==> config.mk <==
export PLATFORM = sky130hd
export DESIGN_NAME = color_conv_inv_flat
export DESIGN_NICKNAME = d
export VERILOG_FILES = /design/src/rtl/color_conv_inv_if.sv /design/src/rtl/color_conv_inv.sv /design/src/flat_wrapper.sv
export SDC_FILE = /design/constraint.sdc
export NUM_CORES = 1
export LEC_CHECK = 0
export BUFFER_PORTS_ARGS = -buffer_cell sky130_fd_sc_hd__buf_2
export CAP_MARGIN = 10
export CELL_PAD_IN_SITES_DETAIL_PLACEMENT = 1
export CELL_PAD_IN_SITES_GLOBAL_PLACEMENT = 1
export CORE_MARGIN = 2
export CORE_UTILIZATION = 49
export CTS_CLUSTER_SIZE = 40
export DETAILED_ROUTE_END_ITERATION = 7
export PLACE_DENSITY_LB_ADDON = 0.1
export REMOVE_ABC_BUFFERS = 1
export SKIP_LAST_GASP = 1
export SYNTH_ARGS = -nofsm -noshare
export SYNTH_HDL_FRONTEND = slang
export SYNTH_SLANG_ARGS = --single-unit
==> constraint.sdc <==
create_clock -name clk_i -period 5.28 [get_ports clk_i]
set_input_delay 0.264 -clock clk_i [delete_from_list [all_inputs] [get_ports clk_i]]
set_output_delay 0.264 -clock clk_i [all_outputs]
set_load 0.02 [all_outputs]
==> src/rtl/color_conv_inv_if.sv <==
// color_conv_inv_if
//   Pixel stream bundle used on both sides of color_conv_inv.
//   data : 24-bit packed pixel
//   vld  : producer has a pixel this cycle
//   rdy  : consumer takes the pixel this cycle (transfer on vld & rdy)
//   master modport drives data/vld, slave modport drives rdy.
interface color_conv_inv_if;
    logic [23:0] data;
    logic        vld;
    logic        rdy;

    modport master (output data, output vld, input rdy);
    modport slave  (input data, input vld, output rdy);
endinterface

==> src/rtl/color_conv_inv.sv <==
// color_conv_inv
//   Full-range (JPEG/BT.601) YCbCr -> RGB888 converter, 3-stage pipeline with
//   a global stall, 1 pixel/cycle. With color_conv_en_i low the block is a
//   combinational pass-through and the pipeline valid bits are cleared.
//
//   Ports
//     clk_i           : clock, rising edge
//     rst_i           : synchronous active-high reset
//     color_conv_en_i : 1 = convert, 0 = bypass
//     pix_in          : slave stream, data = {Y,U,V}
//     pix_out         : master stream, data = {R,G,B}
//     busy_o          : some pipeline stage holds a valid pixel
//
//   Build option
//     COLOR_CONV_INV_ROUND_EN : add +128 before the >>>8 (round-half-up);
//                               undefined means plain floor.
module color_conv_inv #(
    parameter int COEF_RV = 359,   // 1.402   * 256
    parameter int COEF_GU = 88,    // 0.34414 * 256
    parameter int COEF_GV = 183,   // 0.71414 * 256
    parameter int COEF_BU = 454    // 1.772   * 256
) (
    input  logic                    clk_i,
    input  logic                    rst_i,
    input  logic                    color_conv_en_i,
    color_conv_inv_if.slave         pix_in,
    color_conv_inv_if.master        pix_out,
    output logic                    busy_o
);

    localparam int STAGES = 3;

    localparam logic signed [17:0] C_RV = 18'(COEF_RV);
    localparam logic signed [17:0] C_GU = 18'(COEF_GU);
    localparam logic signed [17:0] C_GV = 18'(COEF_GV);
    localparam logic signed [17:0] C_BU = 18'(COEF_BU);

    logic [STAGES:1] vld_pipe;
    logic            stall;
    logic            adv;

    // stage 1
    logic [7:0]        y1;
    logic signed [8:0] du, dv;
    // stage 2
    logic [15:0]        yq;
    logic signed [17:0] prv, pgu, pgv, pbu;
    logic signed [17:0] prv_n, pgu_n, pgv_n, pbu_n;
    // stage 3
    logic signed [19:0] s_r, s_g, s_b;
    logic [23:0]        rgb;

    // Shift to 8.0, then clamp into the byte range.
    function automatic logic [7:0] sat8(input logic signed [19:0] s);
        logic signed [19:0] r;
`ifdef COLOR_CONV_INV_ROUND_EN
        r = (s + 20'sd128) >>> 8;
`else
        r = s >>> 8;
`endif
        if (r < 20'sd0)
            sat8 = 8'd0;
        else if (r > 20'sd255)
            sat8 = 8'd255;
        else
            sat8 = r[7:0];
    endfunction

    // Only a stalled output can back-pressure; stages never collapse bubbles.
    assign stall = vld_pipe[STAGES] & ~pix_out.rdy;
    assign adv   = ~stall;

    assign prv_n = C_RV * 18'(dv);
    assign pgu_n = C_GU * 18'(du);
    assign pgv_n = C_GV * 18'(dv);
    assign pbu_n = C_BU * 18'(du);

    assign s_r = $signed({4'b0, yq}) + 20'(prv);
    assign s_g = $signed({4'b0, yq}) - 20'(pgu) - 20'(pgv);
    assign s_b = $signed({4'b0, yq}) + 20'(pbu);

    always_ff @(posedge clk_i) begin
        if (rst_i) begin
            vld_pipe <= '0;
            y1       <= '0;
            du       <= '0;
            dv       <= '0;
            yq       <= '0;
            prv      <= '0;
            pgu      <= '0;
            pgv      <= '0;
            pbu      <= '0;
            rgb      <= '0;
        end else if (!color_conv_en_i) begin
            // bypass drops anything in flight; data regs are left as they are
            vld_pipe <= '0;
        end else if (adv) begin
            vld_pipe <= {vld_pipe[STAGES-1:1], pix_in.vld};
            y1       <= pix_in.data[23:16];
            du       <= $signed({1'b0, pix_in.data[15:8]}) - 9'sd128;
            dv       <= $signed({1'b0, pix_in.data[7:0]})  - 9'sd128;
            yq       <= {y1, 8'h00};
            prv      <= prv_n;
            pgu      <= pgu_n;
            pgv      <= pgv_n;
            pbu      <= pbu_n;
            rgb      <= {sat8(s_r), sat8(s_g), sat8(s_b)};
        end
    end

    always_comb begin
        pix_out.data = rgb;
        pix_out.vld  = vld_pipe[STAGES];
        pix_in.rdy   = adv;
        if (!color_conv_en_i) begin
            pix_out.data = pix_in.data;
            pix_out.vld  = pix_in.vld;
            pix_in.rdy   = pix_out.rdy;
        end
    end

    assign busy_o = |vld_pipe;

endmodule

==> src/flat_wrapper.sv <==
// flat-port wrapper written by rule: the top's interface ports become plain ports
module color_conv_inv_flat 
#(
    parameter int COEF_RV = 359,                   
    parameter int COEF_GU = 88,                    
    parameter int COEF_GV = 183,                   
    parameter int COEF_BU = 454                    
)
  (clk_i, rst_i, color_conv_en_i, busy_o, pix_in_data, pix_in_vld, pix_in_rdy, pix_out_data, pix_out_vld, pix_out_rdy);
  color_conv_inv_if pix_in_i ();
  color_conv_inv_if pix_out_i ();
  input  logic clk_i;
  input  logic rst_i;
  input  logic color_conv_en_i;
  output logic busy_o;
  input wire logic [$bits(pix_in_i.data)-1:0] pix_in_data;
  input wire logic [$bits(pix_in_i.vld)-1:0] pix_in_vld;
  output wire logic [$bits(pix_in_i.rdy)-1:0] pix_in_rdy;
  output wire logic [$bits(pix_out_i.data)-1:0] pix_out_data;
  output wire logic [$bits(pix_out_i.vld)-1:0] pix_out_vld;
  input wire logic [$bits(pix_out_i.rdy)-1:0] pix_out_rdy;
  assign pix_in_i.data = pix_in_data;
  assign pix_in_i.vld = pix_in_vld;
  assign pix_in_rdy = pix_in_i.rdy;
  assign pix_out_data = pix_out_i.data;
  assign pix_out_vld = pix_out_i.vld;
  assign pix_out_i.rdy = pix_out_rdy;
  color_conv_inv #(.COEF_RV(COEF_RV), .COEF_GU(COEF_GU), .COEF_GV(COEF_GV), .COEF_BU(COEF_BU)) u_core (.clk_i(clk_i), .rst_i(rst_i), .color_conv_en_i(color_conv_en_i), .pix_in(pix_in_i), .pix_out(pix_out_i), .busy_o(busy_o));
endmodule
==> impl_metrics.ini <==
[run_status]
status = finished clean

[sta]
setup_viol = 0
drv_slew = 0
hold_viol_final = 0
period_minus_slack_ps = 5030
fmax_mhz = 199
slew_headroom_pct = 44.5
holdWs_ps = 101
fin_skew_ps = 11.7
fin_ws_ps = 246
timing.final.crit_share_pct = 95.3
rsz0062_at_grt = true
tightest_slew_ps = 833

[hold_path]
min_path_cells = 2
hp-class = in2reg

[logic_synthesis]
syn_area_um2 = 10600
yosysSeqAreaShare_pct = 20.9
async_reset_ff_share_pct = 0
ys.flop_type = dfxtp_1
synthCells = 1220
synth_seq_cells = 111
yosys_warnings = 0
avgSynthCellArea_um2 = 8.70
synth_enable_flop_cells = 0
synth_cell_types = 60

[cells_and_area]
nets = 1549
syn2layout_area_growth_pct = 8.87
multiInputGateArea_um2 = 7550
postLayoutCellArea_um2 = 11600
nFillCells = 2541
layout-drive-gt1-share_pct = 10.8
fin_util_pct = 54.6
diodes = 0
final-seq-area_um2 = 2220

[cts]
clock-sinks = 111
clk_path_buf_depth = 2
htree_levels = 3
clk_latency_ps = 370
numCtsBuffers = 9
postCtsSetupRepairBufs = 0
cts_root_buffer = clkbuf_16
cts_tree = built
path_clk_slew_ps = 80

[routing]
routed_wl_mm = 27.7
routedWlPerCell_um = 18.0
drtIter0Drc = 410
met3_length_um = 934
drc_errors = 0
vias = 8463
firstDrtPassIters = 7
wl_met1_mm = 13.5
ant_nets = 0
top_layer = met4
drt-vias-per-instance = 5.49
met2WireLength_mm = 12.9

[setup_path]
cp.required_ps = 5510
cp_max_fo = 7
endpoint_kind = flop
slowest_stage = fa_1
path_class = reg2reg
crit_path_start_kind = flop
worst-path-buf-inv = 4
crit_family = adder cells
reg2reg_slack_ps = 250
critPathMaxStageDelay_ps = 530
worstPathCellList = inv_1, fa_1, inv_1, ha_1, inv_1, fa_1, fa_1, fa_1, inv_1, ha_1, a31oi_1, o21ai_0, a211o_1, a21oi_1, nor2_1, o41ai_2, xnor2_1, o21ai_0
worst_r2r_path_depth = 18
cp_num_cells = 18
crit_arrival_ps = 5270

[die]
rows = 53
die_h_um = 151
die-area_um2 = 22800
start_util_pct = 50.2
ioPinCount = 56
fp.dieW_um = 151
core_area_um2 = 21200

[global_route]
grt_usage_pct = 25.7
grt_pass1_wl_mm = 45.5
grt_pass1_vias = 8846
antenna_found_initial = 0
grt_max_degree = 72
overflow = 0

[place]
io_buffers = 55
place_ws_ps = 200
hpwl_mm = 22.0
gp_congestion = 0.868
placed_area_um2 = 11200

[pwr]
p_leak_nw = 5.79
power_density_nw_per_um2 = 281
ir_worst_vdd_v = 0.000161

[flow_run]
cap_violations = 0
final timing paths:
path,start,end
min reg2reg,u_core.y1[7]$_SDFFE_PP0P_,u_core.yq[15]$_SDFFE_PP0P_
min,pix_in_data[15],u_core.du[7]$_SDFFE_PP0P_
max,u_core.du[1]$_SDFFE_PP0P_,u_core.pbu[17]$_SDFFE_PP0P_
max reg2reg,u_core.du[1]$_SDFFE_PP0P_,u_core.pbu[17]$_SDFFE_PP0P_
flip-flops by register name, indices dropped and copies added, names as in the netlist:
signal           cells
u_core.vld_pipe      3
u_core.pgv          18
u_core.rgb          24
u_core.pgu          14
u_core.prv          10
u_core.pbu          10
u_core.y1            8
u_core.dv            8
u_core.du            8
u_core.yq            8
logic make-up after synthesis:
group / share of synthesized area (%)
flops: 20.9
simple gates: 11.6
xor+xnor: 4.95
fa+ha+maj: 35.2
mux: 3.13
compound gates: 16.0
buf+inv: 8.21
per-layer routing:
| metal | up-vias | GRT usage, % |
|---|---|---|
| li1 | 4187 | - |
| met1 | 4161 | 35.7 |
| met2 | 95 | 43.4 |
| met3 | 20 | 2.41 |
| met4 | 0 | 5.65 |
| met5 | - | 0 |
placed cells by master (no fill, tap or decap), drive strengths merged, types with 7 or more instances in the layout:
cell	count
inv	198
ha	191
nand2	163
a21oi	112
dfxtp	111
fa	67
buf	67
nor2	40
xnor2	38
o21ai	31
a211oi	27
mux2	25
xor2	22
a21o	21
a221oi	10
nand3	9
nor3	9
clkbuf	9
a221o	8
and3	8
a31oi	7
o21bai	7
nor3b	7
through the flow:
| stage | setup TNS [ps] | total power [mW] | cells |
|---|---|---|---|
| floorplan | -49450 | 2.16 | 1184 |
| global placement | 0 | 2.49 | 1525 |
| detailed placement | 0 | 2.55 | 1525 |
| CTS | 0 | 3.28 | 1541 |
| global route | -64.2 | 3.54 | 1542 |
| finish | 0 | 3.25 | 1542 |
area by class of cell:
| cell class | count | area share [%] |
|---|---|---|
| timing repair buffer | 67 | 3.34 |
| clock buffer | 9 | 1.95 |
| inverter | 196 | 6.37 |
| multi-input combinational | 877 | 65.4 |
| tap | 275 | 2.98 |
| clock inverter | 7 | 0.747 |
| sequential | 111 | 19.2 |
what timing repair did:
action,CTS,global route
setup endpoints to repair,0,3
hold endpoints to repair,0,0
resized for setup,0,3
hold buffers,0,0
power by group:
group          switching [mW]  total [mW]  internal, mW
registers              0.0750       0.997         0.922
logic                   0.887        1.53         0.641
clock network           0.384       0.724         0.341
Yosys cell counts, drive strengths merged, types with 9 or more instances:
cell	count	area share (%)
a211oi	27	2.0
a21o	21	1.5
a21oi	112	5.3
a221oi	10	0.83
clkbuf	32	1.1
dfxtp	111	21
fa	67	13
ha	191	23
inv	196	6.9
mux2	25	2.7
nand2	163	5.8
nand3	9	0.42
nor2	40	1.4
nor3	9	0.42
o21ai	31	1.6
xnor2	38	3.1
xor2	22	1.8
Note: power is estimated with default switching activity, not from simulation.
